==> src/rtl/dch_sweep_ctrl.sv <==
// dch_sweep_ctrl: sequences the dch up/down counter through a programmed number of
// lo->hi->lo sweeps, then parks it on lo.
//
// Ports
//   dsc_clk    clock, shared with dch
//   dsc_rst    synchronous active-high reset
//   dsc_start  one-cycle job request, only honoured in IDLE
//   dsc_abort  stop the current job and return to IDLE
//   dsc_lo     lower turn point (captured at start)
//   dsc_hi     upper turn point (captured at start)
//   dsc_n      number of full sweeps (captured at start)
//   dsc_q      current dch count (feedback)
//   dsc_en     dch enable
//   dsc_sel    dch direction, 1=up 0=down
//   dsc_busy   high whenever a job is in progress
//   dsc_done   registered one-cycle pulse on normal completion
//   dsc_err    registered one-cycle pulse on a rejected start
//   dsc_left   registered count of sweeps remaining, including the current one
module dch_sweep_ctrl #(
    parameter int unsigned WIDTH = 4,
    parameter int unsigned CNT_W = 8
) (
    input  logic             dsc_clk,
    input  logic             dsc_rst,
    input  logic             dsc_start,
    input  logic             dsc_abort,
    input  logic [WIDTH-1:0] dsc_lo,
    input  logic [WIDTH-1:0] dsc_hi,
    input  logic [CNT_W-1:0] dsc_n,
    input  logic [WIDTH-1:0] dsc_q,
    output logic             dsc_en,
    output logic             dsc_sel,
    output logic             dsc_busy,
    output logic             dsc_done,
    output logic             dsc_err,
    output logic [CNT_W-1:0] dsc_left
);

    typedef enum logic [1:0] {
        IDLE  = 2'd0,
        PRIME = 2'd1,
        UP    = 2'd2,
        DOWN  = 2'd3
    } state_t;

    state_t           state;
    state_t           state_nxt;
    logic [WIDTH-1:0] lo_r;
    logic [WIDTH-1:0] lo_nxt;
    logic [WIDTH-1:0] hi_r;
    logic [WIDTH-1:0] hi_nxt;
    logic [CNT_W-1:0] left_nxt;
    logic             done_nxt;
    logic             err_nxt;

    // State and job registers; the sweep count itself lives in dsc_left.
    always_ff @(posedge dsc_clk) begin
        if (dsc_rst) begin
            state    <= IDLE;
            lo_r     <= '0;
            hi_r     <= '0;
            dsc_left <= '0;
            dsc_done <= 1'b0;
            dsc_err  <= 1'b0;
        end else begin
            state    <= state_nxt;
            lo_r     <= lo_nxt;
            hi_r     <= hi_nxt;
            dsc_left <= left_nxt;
            dsc_done <= done_nxt;
            dsc_err  <= err_nxt;
        end
    end

    // Next-state and counter-drive decode.
    always_comb begin
        state_nxt = state;
        lo_nxt    = lo_r;
        hi_nxt    = hi_r;
        left_nxt  = dsc_left;
        done_nxt  = 1'b0;
        err_nxt   = 1'b0;
        dsc_en    = 1'b0;
        dsc_sel   = 1'b1;

        case (state)
            IDLE: begin
                // abort in the same cycle suppresses a start
                if (dsc_start && !dsc_abort) begin
                    if ((dsc_lo < dsc_hi) && (dsc_n != '0)) begin
                        lo_nxt    = dsc_lo;
                        hi_nxt    = dsc_hi;
                        left_nxt  = dsc_n;
                        state_nxt = PRIME;
                    end else begin
                        err_nxt = 1'b1;
                    end
                end
            end
            PRIME: begin
                // walk straight toward lo in whichever direction avoids wrapping
                dsc_en  = (dsc_q != lo_r);
                dsc_sel = (dsc_q < lo_r);
                if (dsc_q == lo_r) begin
                    state_nxt = UP;
                end
            end
            UP: begin
                dsc_en  = 1'b1;
                dsc_sel = 1'b1;
                // turn on the edge that lands the counter on hi
                if (dsc_q == (hi_r - WIDTH'(1))) begin
                    state_nxt = DOWN;
                end
            end
            DOWN: begin
                dsc_en  = 1'b1;
                dsc_sel = 1'b0;
                // the edge that lands the counter on lo ends this sweep
                if (dsc_q == (lo_r + WIDTH'(1))) begin
                    if (dsc_left > CNT_W'(1)) begin
                        left_nxt  = dsc_left - CNT_W'(1);
                        state_nxt = UP;
                    end else begin
                        left_nxt  = '0;
                        done_nxt  = 1'b1;
                        state_nxt = IDLE;
                    end
                end
            end
            default: begin
                state_nxt = IDLE;
            end
        endcase

        // abort leaves en/sel alone so at most the already-enabled step completes
        if (dsc_abort && (state != IDLE)) begin
            state_nxt = IDLE;
            left_nxt  = '0;
            done_nxt  = 1'b0;
        end
    end

    assign dsc_busy = (state != IDLE);

endmodule

==> config.mk <==
export PLATFORM = sky130hd
export DESIGN_NAME = dch_sweep_ctrl
export DESIGN_NICKNAME = d
export VERILOG_FILES = /design/src/rtl/dch_sweep_ctrl.sv
export SDC_FILE = /design/constraint.sdc
export NUM_CORES = 1
export LEC_CHECK = 0
export ABC_AREA = 1
export CORE_ASPECT_RATIO = 0.6
export CORE_UTILIZATION = 53
export DETAILED_ROUTE_END_ITERATION = 10
export PLACE_DENSITY = 0.92
export SETUP_SLACK_MARGIN = 0.2
export SYNTH_ARGS = -nofsm -noshare
export SYNTH_HDL_FRONTEND = slang
export SYNTH_SLANG_ARGS = --single-unit
==> constraint.sdc <==
create_clock -name dsc_clk -period 2.5 [get_ports dsc_clk]
set_clock_uncertainty 0.2 [all_clocks]
set_input_delay 0.5 -clock dsc_clk [delete_from_list [all_inputs] [get_ports dsc_clk]]
set_output_delay 0.5 -clock dsc_clk [all_outputs]
set_load 0.005 [all_outputs]
* Word-level counts from Yosys, hierarchy flattened
Index checks and enable logic that the tools add are counted.
** Cells by class
- Add/sub/neg operators :: 3
- Multipliers :: 0
- Divide/modulo/power cells :: 0
- Order comparisons :: 3
- Equal/unequal tests :: 12
- Shifts and indexed selects :: 0
- Multiplexer cells :: 16
- Bitwise gates (word level) :: 4
- Reductions and logical operators :: 15
** Operator list (number)
- 2-to-1 mux 8 bit :: 4
- one-hot mux 8 bit (2 select lines) :: 1
- equality test 4 bit :: 3
- 2-to-1 mux 2 bit :: 6
- != test 2 bit (second input constant) :: 5
- > comparator 8 x 1 -> 1 bit (second input constant) :: 1
- less-than comparator 4 bit :: 2
- one-hot mux 2 bit (4 select lines) :: 1
- nonzero test 8 bit :: 1
- subtractor 8 x 1 -> 8 bit (second input constant) :: 1
- AND reduction 5 bit :: 1
- adder 4 x 1 -> 4 bit (second input constant) :: 1
- equality test 2 bit (second input constant) :: 2
- != test 4 bit :: 1
- NOT 1 bit :: 4
- one-hot mux 1 bit (2 select lines) :: 2
- AND reduction 4 bit :: 1
- nonzero test 2 bit :: 2
- OR reduction 2 bit :: 2
- OR reduction 4 bit :: 1
- subtractor 4 x 1 -> 4 bit (second input constant) :: 1
- logical AND 1 bit :: 3
- AND reduction 3 bit :: 1
- OR reduction 3 bit :: 1
- other kinds (4) :: 5
** Storage, ports and cells
- Flip-flop bits (word level) :: 20
- Latch bits :: 0
- Memory bits (writable) :: 0
- ROM bits :: 0
- Bits of input ports :: 24
- Output and inout port bits :: 13
- Logic and storage cells :: 59
- Memories kept :: 0

* Logic depth before layout (Yosys ltp)
Gate-level depths: netlist (run 1).
- Word-level depth :: 5
- Mapped depth :: 12
- Mapped depth without buffers :: 12

* Worst setup path after synthesis (run 1)
No wires, ideal clock.
- Path kind :: input to register
- From :: in dsc_hi[3]
- To :: reg hi_r[2]
- Setup time :: 0.119 ns
- Arrival :: 1.570 ns
- Setup slack :: 0.610 ns
- Stages on the path :: 7
- Cells stage by stage :: inv_1 ha_1 a21oi_1 nand4_4 buf_6 o21ai_0 a21oi_1
** Between the ends
- Word-level cells in the longest chain between the ends :: 3
** RTL lines
- start: declaration :: line 28 : input logic [WIDTH-1:0] dsc_hi,
- less-than comparator 4 bit :: line 90 : if ((dsc_lo < dsc_hi) && (dsc_n != '0)) begin
- logical AND 1 bit :: line 90
- AND reduction 3 bit (no source line)
- end signal: assignment :: line 68 : hi_r <= hi_nxt;
- end: declaration :: line 50 : logic [WIDTH-1:0] hi_r;
Every way passes these cells.
A chain may end at the register's enable or synchronous reset.

* Worst setup path after layout (run 1)
- From :: in dsc_q[3]
- To :: out dsc_en
** Between the ends
- Word-level cells in the longest chain between the ends :: 2
** RTL lines
- start: declaration :: line 30 : input logic [WIDTH-1:0] dsc_q,
- != test 4 bit :: line 102 : dsc_en = (dsc_q != lo_r);
- one-hot mux 1 bit (2 select lines) :: line 86 : case (state)
- end: declaration :: line 31 : output logic dsc_en,
Every way passes these cells.

==> Implementation_results.wiki, run 1 <==
{| class="wikitable"
! Metric !! Value
|-
| Outcome || complete, no violations
|-
| R2R Path Start || state[0]$_SDFFE_PP0P_
|-
| Cell with the most instances on the worst path || sky130_fd_sc_hd__nand2_1
|-
| Initial antenna violation count || 0
|-
| Share of synthesized area spent on multiplexers || 0%
|-
| Slew at the pin closest to its max-slew limit || ~380 ps
|-
| Wire length of the first global-routing pass || 6080 um
|-
| Hold Violations, Final || 0
|-
| Critical Path, Cell by Cell || dlygate4sd2_1, ha_1, nand2_1, o21a_1, nand2_1, nand2_1, clkbuf_2
|-
| Post-CTS clock slew at the launch and capture registers of the worst setup and hold paths || about 70 ps
|-
| Wirelength per Cell || around 13 um
|-
| Arrival @ worst endpoint || between 1500 and 2000 ps
|-
| Global route total overflow || 0
|-
| Largest delay share family, worst path || buffers and inverters
|-
| Seq/Total Area, Yosys || between 20% and 30%
|-
| Synthesis-to-layout area growth || 33.7%
|-
| Post-synthesis simple-gate area fraction || between 30% and 40%
|-
| Hold worst-path end || hi_r[1]$_SDFFE_PP0P_
|-
| Non-filler cells in the finished layout || just under 300
|-
| Worst hold margin || about 290 ps
|-
| Number of remaining DRC errors || 0
|-
| Endpoint of the worst-slack reg-to-reg timing path || dsc_left[7]$_SDFFE_PP0P_
|-
| Cell type of the slowest stage on the worst timing path || sky130_fd_sc_hd__ha_1
|-
| Slowest stage delay, CP || around 290 ps
|-
| Core area || between 2000 and 3000 um^2
|-
| Area of the die || just under 3000 um^2
|-
| Fin. max-slew vios || 0
|-
| Post-synthesis compound-gate area fraction || around 17%
|-
| Standard-cell row count || 14
|-
| Slew margin rel. || approximately 75%
|-
| Maximum clock rate || 0.452 GHz
|-
| CTS sink cnt || 20
|-
| Maximum fanout along the worst path || 2
|-
| Vias in the first global route || about 1300
|-
| Unrepaired setup endpoints after global routing || no
|-
| # Post-CTS Setup Buffers || 0
|-
| Effective utilization at floorplan || about 57%
|-
| Placed cell count || between 200 and 300
|-
| TritonCTS buffer count || 3
|-
| Average vias per placed instance || slightly above 5
|-
| Max-cap viol count || 0
|-
| Startpoint Class || input pin
|-
| RePlAce Congestion || approximately 0.93
|-
| Worst R2R Setup Slack || roughly 540 ps
|-
| TritonCTS clock tree || yes
|-
| Leak Pwr || 0.927 nW
|-
| Avg Cell Area, Syn || around 6.7 um^2
|-
| Number of nets in the finished design || between 200 and 300
|-
| Count of warnings emitted by yosys || 0
|-
| R2R depth || 7
|-
| Min-Delay Startpoint || hi_r[1]$_SDFFE_PP0P_
|-
| DPL Wire Length || ~2800 um
|-
| Die W || 69.7 um
|-
| Type of the worst min-delay path || reg -> reg
|-
| H-tree depth reported by CTS || 1
|-
| Flops & latches, synth || 20
|-
| Initial DRC Count || just under 90
|-
| Synth Flop Type || sky130_fd_sc_hd__dfxtp_1
|-
| Combinational family with the most area after synthesis || simple AND/OR/NAND/NOR gates
|-
| Port Buf Inserts || 36
|-
| Final wirelength || around 3700 um
|-
| Clock insertion delay at the later pin of the skew report || between 200 and 300 ps
|-
| Total standard cell area after synthesis || around 1500 um^2
|-
| Peak supply drop || about 430 uV
|-
| Total stage count of the critical path || 7
|-
| Total of fill cells in the finished design || 194
|-
| Count of cells along the worst hold path || 2
|-
| Detail Route Antenna Nets || 0
|-
| Number of enable-type register cells in the synthesized netlist || 0
|-
| Critical path capture point type || output port
|-
| Top-level port count || 37
|-
| Die Span Y || 42.6 um
|-
| Post-synthesis xor/xnor area fraction || approximately 5.4%
|-
| Antenna Diode Count || 0
|-
| Post-Synth Adder-Cell Area || under 10%
|-
| Synthesized net count || about 250
|-
| Clock root buffer master || sky130_fd_sc_hd__clkbuf_8
|-
| Minimum period implied by the final worst setup slack || about 2200 ps
|-
| Vias || 1508
|-
| Fraction of layout cells with a size suffix above 1 || 9.96%
|-
| Power per standard cell area || 736 nW/um^2
|-
| First-pass DRT Iterations || 4
|-
| Gate Count Post-Synth || about 220
|-
| Hold buffer count at cts || 0
|-
| Fraction of registers with async set or reset after synthesis || 0%
|-
| Number of setup violations in the final report || 0
|-
| Data required time at the worst endpoint || 1800 ps
|-
| Distinct cells, synth || 27
|-
| GRT Util Overall || a little over a quarter
|-
| Buffers & Inverters on Critical Path || 2
|-
| Tcrit/Tclk final || a little under 90%
|-
| Critical setup path kind || in -> out
|-
| Pin count of the biggest net entering global routing || 12
|-
| Longest Clk Path Bufs || 2
|-
| Finished Core Util || about three quarters
|-
| Final Total Pwr || between 1 and 1.5 mW
|}
==> what timing repair did <==
action,4_1_cts,5_1_grt
pin swaps,4,1
gates resized for setup,11,2
setup endpoints to repair,2,16
==> worst max path at each step <==
stage / slack (ps) / start / end
6_report: 290 / dsc_q[3] / dsc_en
5_1_grt: 210 / dsc_hi[3] / dsc_left[0]$_SDFFE_PP0P_
4_1_cts: 200 / dsc_q[3] / dsc_en
3_5_place_dp: -320 / dsc_q[0] / dsc_en
2_1_floorplan: 610 / dsc_hi[3] / hi_r[2]$_SDFFE_PP0P_
3_3_place_gp: -300 / dsc_q[0] / dsc_en
==> worst min-delay path, cell delays in order, from the launching register on <==
cell and delay, ps:
sky130_fd_sc_hd__dfxtp_1 300, sky130_fd_sc_hd__inv_1 80, sky130_fd_sc_hd__a21oi_1 70
==> cells by family after synthesis <==
group,count (synthesis)
AOI/OAI and AO/OA,45
xor gates and xnor gates,9
adders and majority gates,11
buffers and inverters,36
DFF,20
and+or+nand+nor,97
==> synth_stat cells (2+ instances only) <==
library cell              count  area, um^2
sky130_fd_sc_hd__nand2_1     45         169
sky130_fd_sc_hd__inv_1       32         120
sky130_fd_sc_hd__nor2_1      30         113
sky130_fd_sc_hd__o21ai_0     27         135
sky130_fd_sc_hd__dfxtp_1     20         400
sky130_fd_sc_hd__a21oi_1     15        75.1
sky130_fd_sc_hd__ha_1        11         138
sky130_fd_sc_hd__nand3_1     10        50.1
sky130_fd_sc_hd__xnor2_1      5        43.8
sky130_fd_sc_hd__xor2_1       4        35.0
sky130_fd_sc_hd__nand4_1      2        12.5
sky130_fd_sc_hd__nor2_2       2        12.5
==> layout by cell type (no fill, tap or decap), types with 5 or more instances in the layout <==
cell type and instances:
sky130_fd_sc_hd__nand3_1 10, sky130_fd_sc_hd__clkdlybuf4s50_1 30, sky130_fd_sc_hd__dfxtp_1 20, sky130_fd_sc_hd__nand2_1 45
sky130_fd_sc_hd__ha_1 10, sky130_fd_sc_hd__o21ai_0 27, sky130_fd_sc_hd__nor2_1 30, sky130_fd_sc_hd__inv_1 31
sky130_fd_sc_hd__a21oi_1 14, sky130_fd_sc_hd__xnor2_1 5
==> sequential cells by signal, summed over array words and instances (netlist names) <==
register	count
dsc_done	1
lo_r	4
hi_r	4
dsc_err	1
dsc_left	8
state	2
==> final cells by class <==
| cell class | instances | area, um^2 | area share (%) |
|---|---|---|---|
| multi-input combinational | 162 | 928 | 47.6 |
| sequential | 20 | 400 | 20.5 |
| timing repair buffer | 41 | 395 | 20.3 |
| inverter | 34 | 130 | 6.68 |
| clock buffer | 4 | 55.1 | 2.82 |
| tap | 32 | 40.0 | 2.05 |
==> per-layer routing <==
layer | global-route usage [%] | part of all wire, % | vias to the layer above
li1 | - | - | 794
met1 | 38.6 | 50 | 653
met2 | 39.8 | 41 | 57
met3 | 6.25 | 8.0 | 4
met4 | 4.80 | 0.46 | 0
met5 | 0 | 0 | -
==> metrics by stage <==
step                cell area, um^2  worst slack (ps)  setup TNS [ps]
floorplan                      1460               610               0
global placement               1890              -296            -581
detailed placement             1890              -318            -745
CTS                            1950               200               0
global route                   1950               205               0
finish                         1950               286               0
==> where the power goes <==
| group | leakage, nW | switching, mW | internal (mW) |
|---|---|---|---|
| clock | 0.0288 | 0.107 | 0.140 |
| sequential | 0.163 | 0.0767 | 0.377 |
| combinational | 0.735 | 0.398 | 0.334 |
Power figures use the tool's default switching activity.
==> run 2, diff against run 1 <==
CORE_MARGIN = 5   (was not set)
==> run 2 against run 1 <==
Compared with the run above:
- sequential share of layout area is 0.31 points lower
- critical endpoint unchanged
- count of clock-buffer cells in the layout is 1 lower
- maximum frequency is 0.79% lower
- wire length is 9.0% higher
- cell count is 0.34% higher
- worst hold slack better by 11 ps
==> Implementation_results.wiki, run 2 (same netlist as run 1, synthesis figures left out) <==
{| class="wikitable"
! Metric !! Value
|-
| Outcome || complete, no violations
|-
| Max-cap viol count || 0 (unchanged)
|-
| Most common library cell in the layout ignoring fill and taps || sky130_fd_sc_hd__nand2_1
|-
| Initial antenna violation count || 0 (unchanged)
|-
| Effective utilization at floorplan || 56.6% (-0.39 points)
|-
| Slowest stage delay, CP || 340 ps (+50 ps)
|-
| Met1 Wirelength || 1860 um (+1.1%)
|-
| Type of the worst min-delay path || reg -> reg
|-
| Most used cells in the layout excluding fill and tap cells || sky130_fd_sc_hd__nand2_1 (44), sky130_fd_sc_hd__inv_1 (31), sky130_fd_sc_hd__nor2_1 (30), sky130_fd_sc_hd__clkdlybuf4s50_1 (30), sky130_fd_sc_hd__o21ai_0 (27)
|-
| Maximum fanout along the worst path || 3 (+1)
|-
| Fraction of layout cells with a size suffix above 1 || 13.4% (+3.4 points)
|-
| Pin count of the biggest net entering global routing || 12 (unchanged)
|-
| Unrepaired setup endpoints after global routing || no
|-
| Hold Violations, Final || 0 (unchanged)
|-
| Data required time at the worst endpoint || 1800 ps (about the same)
|-
| Aggregate negative setup slack || 0 ps (unchanged)
|-
| Power per standard cell area || 731 nW/um^2 (-0.68%)
|-
| DPL Wire Length || 3150 um (+12%)
|-
| Met3 WL post-DR || 321 um (+9.2%)
|-
| Standard-cell row count || 14 (unchanged)
|-
| Number of nets in the finished design || 299 (+0.67%)
|-
| Endpoint of the worst-slack reg-to-reg timing path || state[1]$_SDFFE_PP0P_
|-
| Wire length of the first global-routing pass || 6700 um (+10%)
|-
| Tcrit/Tclk final || 89.3% (+0.70 points)
|-
| Number of setup violations in the final report || 0 (unchanged)
|-
| Count of cells along the worst hold path || 2 (unchanged)
|-
| Critical Path, Cell by Cell || inv_1, ha_4, nand2_1, o21a_1, nand2_1, nand2_1, clkdlybuf4s15_2
|-
| RePlAce Congestion || 0.868 (-6.8%)
|-
| R2R Path Start || lo_r[0]$_SDFFE_PP0P_
|-
| H-tree depth reported by CTS || 1 (unchanged)
|-
| Maximum clock rate || 0.448 GHz (-0.79%)
|-
| Antenna Diode Count || 0 (unchanged)
|-
| Cell type of the slowest stage on the worst timing path || sky130_fd_sc_hd__dfxtp_2
|-
| Hold worst-path end || dsc_left[1]$_SDFFE_PP0P_
|-
| Vias in the first global route || 1471 (+11%)
|-
| Minimum period implied by the final worst setup slack || 2230 ps (+17.6 ps)
|-
| GRT Util Overall || 21.2% (-5.2 points)
|-
| Register ranked first by flip-flop count || dsc_left
|-
| Port Buf Inserts || 36 (unchanged)
|-
| Largest registers ranked by flip-flop count || dsc_left: 8 flops, hi_r: 4 flops, lo_r: 4 flops
|-
| Vias || 1556 (+3.2%)
|-
| Longest Clk Path Bufs || 2 (unchanged)
|-
| Core area || 2570 um^2 (+0.69%)
|-
| Global route total overflow || 0 (unchanged)
|-
| Startpoint Class || flop
|-
| Worst R2R Setup Slack || 450 ps (-90 ps)
|-
| Wirelength per Cell || 13.6 um (+8.7%)
|-
| R2R depth || 9 (+2)
|-
| Setup WS post-layout || 268 ps (-17.6 ps)
|-
| Peak supply drop || 598 uV (+40%)
|-
| Flip-flop count of the largest register, all copies and words added || 8 (unchanged)
|-
| Number of remaining DRC errors || 0 (unchanged)
|-
| Area of the die || 3930 um^2 (+32%)
|-
| Detail Route Antenna Nets || 0 (unchanged)
|-
| Fin. max-slew vios || 0 (unchanged)
|-
| Critical path capture point type || output port
|-
| TritonCTS buffer count || 3 (unchanged)
|-
| Leak Pwr || 0.930 nW (+0.37%)
|-
| Synthesis-to-layout area growth || 36.2%
|-
| Hold buffer count at cts || 0 (unchanged)
|-
| First-pass DRT Iterations || 5 (+1)
|-
| Slew at the pin closest to its max-slew limit || 424 ps (+44.6 ps)
|-
| Top-level port count || 37 (unchanged)
|-
| TritonCTS clock tree || yes
|-
| Average vias per placed instance || 5.29 (+2.8%)
|-
| Die W || 77.7 um (+11%)
|-
| Slew margin rel. || 71.4% (-3.2 points)
|-
| Clock root buffer master || sky130_fd_sc_hd__clkbuf_8
|-
| Arrival @ worst endpoint || 1530 ps (+20 ps)
|-
| Initial DRC Count || 197 (+120%)
|-
| Length of routed met2 wiring || 1770 um (+16%)
|-
| CTS sink cnt || 20 (unchanged)
|-
| Critical setup path kind || reg -> out
|-
| Uppermost metal layer occupied by signal nets || met4
|-
| Post-CTS clock slew at the launch and capture registers of the worst setup and hold paths || 70 ps (about the same)
|-
| Min-Delay Startpoint || dsc_left[1]$_SDFFE_PP0P_
|-
| Cell with the most instances on the worst path || sky130_fd_sc_hd__nand2_1
|-
| Pre-CTS WS || -335 ps (-16.5 ps)
|-
| Final wirelength || 4000 um (+9.0%)
|-
| Clock insertion delay at the later pin of the skew report || 260 ps (about the same)
|-
| Die Span Y || 50.6 um (+19%)
|}
run 2: changes by cell type in the layout (fill, tap and decap cells not counted), moves of 2 or more:
| cell | previous run | this run |
|---|---|---|
| sky130_fd_sc_hd__ha_4 | 1 | 3 |
| sky130_fd_sc_hd__ha_1 | 10 | 8 |
| sky130_fd_sc_hd__buf_4 | 4 | 6 |
| sky130_fd_sc_hd__dlygate4sd2_1 | 4 | 0 |
| sky130_fd_sc_hd__clkbuf_2 | 1 | 3 |
| sky130_fd_sc_hd__clkdlybuf4s15_2 | 0 | 2 |
run 2: what timing repair did:
| item | 4_1_cts | 5_1_grt |
|---|---|---|
| buffers inserted | 0 | 0 |
| endpoints found under the setup margin | 4 | 14 |
| pin swaps | 4 | 1 |
| resized for setup | 16 | 9 |
| hold endpoints to repair | 0 | 0 |
run 2: routing by layer:
metal  vias up  track usage [%]
met4         0             5.43
met1       676             28.5
li1        798                -
met5         -                0
met3        10             4.64
met2        72             34.5
run 2: how the worst max path moves through the flow:
stage / start / to / cells after the start
final: lo_r[1]$_SDFFE_PP0P_ / dsc_en / 7
after global routing: lo_r[1]$_SDFFE_PP0P_ / dsc_en / 7
after CTS: dsc_q[2] / dsc_en / 7
after detailed placement: dsc_q[0] / dsc_en / 8
after global placement: dsc_q[0] / dsc_en / 8
after floorplan: dsc_hi[3] / hi_r[2]$_SDFFE_PP0P_ / 7
run 2: through the flow:
| step | utilization (%) | hold WS, ps | instance area (um^2) | instances | power, mW |
|---|---|---|---|---|---|
| final | 77.1 | 299 | 1990 | 294 | 1.45 |
| after CTS | 76.7 | 296 | 1980 | 294 | 1.42 |
| after global placement | 74.1 | 273 | 1910 | 291 | 1.17 |
| after detailed placement | 74.1 | 286 | 1910 | 291 | 1.21 |
| after floorplan | - | 253 | 1460 | 218 | 0.924 |
| after global routing | 77.1 | 336 | 1990 | 294 | 1.56 |
run 2: where the power goes:
part	switching (mW)	leakage, nW	internal [mW]
Combinational	0.427	0.745	0.360
Sequential	0.0760	0.164	0.377
Clock	0.103	0.0216	0.107
Total	0.606	0.930	0.845
run 2: cell type report:
| type | count | area [um^2] |
|---|---|---|
| clock buffer | 3 | 41.3 |
| inverter | 34 | 130 |
| timing repair buffer | 43 | 413 |
| multi-input combinational | 162 | 960 |
| sequential | 20 | 402 |
| fill | 202 | 589 |
| tap | 32 | 40.0 |
run 2: critical path: cells and delay by family (launching register included):
| kind | cells | cell delay (ps) |
|---|---|---|
| flip-flops | 1 | 340 |
| buffers and inverters | 2 | 290 |
| adder cells (fa/ha/maj) | 1 | 280 |
| AND/OR/NAND/NOR | 3 | 170 |
| AO/OA/AOI/OAI | 1 | 180 |
==> variant, RTL diff (settings of run 2) <==
Register the output `dsc_err` once more, with the module's reset; this adds one clock of latency there. The other outputs are not delayed to match. Comments in the files are not updated.
--- a/src/rtl/dch_sweep_ctrl.sv
+++ b/src/rtl/dch_sweep_ctrl.sv
@@ -43,6 +43,8 @@
         DOWN  = 2'd3
     } state_t;
 
+    logic dsc_err_s0;
+
     state_t           state;
     state_t           state_nxt;
     logic [WIDTH-1:0] lo_r;
@@ -61,14 +63,14 @@
             hi_r     <= '0;
             dsc_left <= '0;
             dsc_done <= 1'b0;
-            dsc_err  <= 1'b0;
+            dsc_err_s0 <= 1'b0;
         end else begin
             state    <= state_nxt;
             lo_r     <= lo_nxt;
             hi_r     <= hi_nxt;
             dsc_left <= left_nxt;
             dsc_done <= done_nxt;
-            dsc_err  <= err_nxt;
+            dsc_err_s0 <= err_nxt;
         end
     end
 
@@ -143,5 +145,13 @@
 
     assign dsc_busy = (state != IDLE);
 
+    always_ff @(posedge dsc_clk) begin
+        if (dsc_rst) begin
+            dsc_err <= '0;
+        end else begin
+            dsc_err <= dsc_err_s0;
+        end
+    end
+
 endmodule
 
Behaviour: not the same (a bounded check fails within 4 cycles, from zero or initial values and one cycle with dsc_rst high).
==> variant against run 2 <==
- critical path depth unchanged
- utilization down 2.5 points
- power is 6.8% higher
- critical endpoint unchanged
- worst setup slack got worse by 0.030 ns
- wire length is 15% higher
- sequential cell count increased by 1
- design area increased by 6.6%
- area after synthesis up 5.5%
- maximum frequency decreased by 1.3%
- global-route usage rose by 0.052 points
- synthesized cell count grew 14%
==> variant: results (changes against run 2) <==
GRT
  • GR Layer Usage met3: 4.15% (-0.49 points)
  • Number of global-route vias before repair: 1550 (+5.4%)
  • Met2 Usage GRT: 33.5% (-0.97 points)
  • Gr usage total: 21.3% (+0.052 points)
  • First-pass GRT wire length: 6.82 mm (+1.9%)
  • Met1 global-route usage: 29.4% (+0.89 points)
  • Largest net degree at the start of global routing: 17 (+5)

Timing
  • Max Fclk: 442 MHz (-1.3%)
  • Slew HR: 71.7% (+0.32 points)
  • Worst hold slack: 0.223 ns (-0.0763 ns)

Setup path
  • CP max FO: 2 (-1)
  • CP max stage cell: ha_4
  • Crit. path cell count: 7 (unchanged)
  • End of the critical path: dsc_en
  • WP data arrival: 1.56 ns (+0.03 ns)
  • Flop-to-flop setup slack: 0.29 ns (-0.16 ns)
  • Cell family with most CP delay: buffers and inverters
  • Crit path launch: dsc_q[3]
  • Worst r2r src: lo_r[2]
  • Largest stage delay on the critical path: 0.29 ns (-0.05 ns)
  • FF-to-FF path depth: 15 (+6)

Status
  • Run status: finished, final reports clean

Worst hold path
  • Endpoint, Worst Hold: dsc_err
  • Worst hold path startpoint: dsc_err_s0

Logic synthesis
  • Area contributors post-synth: dfxtp_1 27%, nand2_1 17%, inv_1 9.8%, nor2_1 9.5%, ha_1 9.0%
  • Post-synthesis sequential area ratio: 27.3% (-0.13 points)
  • Synth Warn #: 0 (unchanged)
  • Most instantiated cells after synthesis: 70 x nand2_1, 40 x inv_1, 39 x nor2_1
  • Syn nets: 284 (+12%)
  • Synth unique cells: 22 (-19%)
  • Syn avg cell area: 6.18 um2 (-7.6%)

Power and ir drop
  • Sequential logic power: 479 uW (+5.7%)
  • Leak: 1.07 nW (+15%)
  • VDD IR max: 503 uV (-16%)
  • Net Sw Frac: 42.7% (+0.94 points)
  • P_int: 888 uW (+5.1%)

Routing
  • Met1 Wirelength: 2.11 mm (+13%)
  • Met2 wire len: 2.07 mm (+17%)
  • Vias: 1775 (+14%)
  • Met3 routed WL: 312 um (-2.8%)
  • Vias per inst: 5.22 (-1.4%)
  • DRT Pass-1 Iters: 5 (unchanged)
  • DRT Wirelength: 4.62 mm (+15%)
  • Initial DRC count: 142 (-28%)

Place
  • Dpl ws: -0.324 ns (+0.0111 ns)
  • Buffers on Ports: 36 (unchanged)
  • Hpwl dp: 3.12 mm (-1.0%)
  • Placed inst area: 1970 um2 (+3.2%)
  • Final RePlAce weighted congestion: 0.854 (-1.6%)

Clock tree
  • CTS max path bufs: 2 (unchanged)
  • CTS buffer count: 3 (unchanged)
  • Skew-Pair Late Insertion Delay: around 0.27 ns
  • Clk pin slew, worst setup/hold paths: 0.07 ns (about the same)

Layout
  • Layout net count: 334 (+12%)
  • Share of layout cells above drive strength 1: 12.4% (-0.94 points)
  • Fillers: 205 (+1.5%)
  • Biggest regs: dsc_left: 8 flops, hi_r: 4 flops, lo_r: 4 flops
-- variant: cell types whose count changed after synthesis, moves of 3 or more --
cell,change
inv_1,+8
xnor2_1,-3
a21oi_1,-3
nor2_1,+9
o21ai_0,-8
nand2_1,+25
nand2_2,+4
-- variant: layout make-up --
type	instances	area (um2)	area share, %
tap	42	52.6	2.48
multi-input combinational	184	1010	47.8
sequential	21	420	19.9
inverter	42	158	7.45
timing repair buffer	47	429	20.3
clock buffer	4	45.0	2.13
-- variant: cell families (layout without fill, tap and decap cells) --
| kind of cell | count (synthesis) | after routing | share of synthesized area (%) |
|---|---|---|---|
| flops | 21 | 21 | 27.3 |
| simple gates | 132 | 133 | 36.5 |
| fa+ha+maj | 11 | 11 | 8.95 |
| buf+inv | 45 | 93 | 12.0 |
| xor+xnor | 8 | 8 | 4.56 |
| compound gates | 32 | 32 | 10.7 |
-- variant: what timing repair did --
item,4_1_cts,5_1_grt
gates resized for setup,15,9
setup buffers,4,1
setup endpoints to repair,2,12
pin swaps,7,5
cloned,0,1
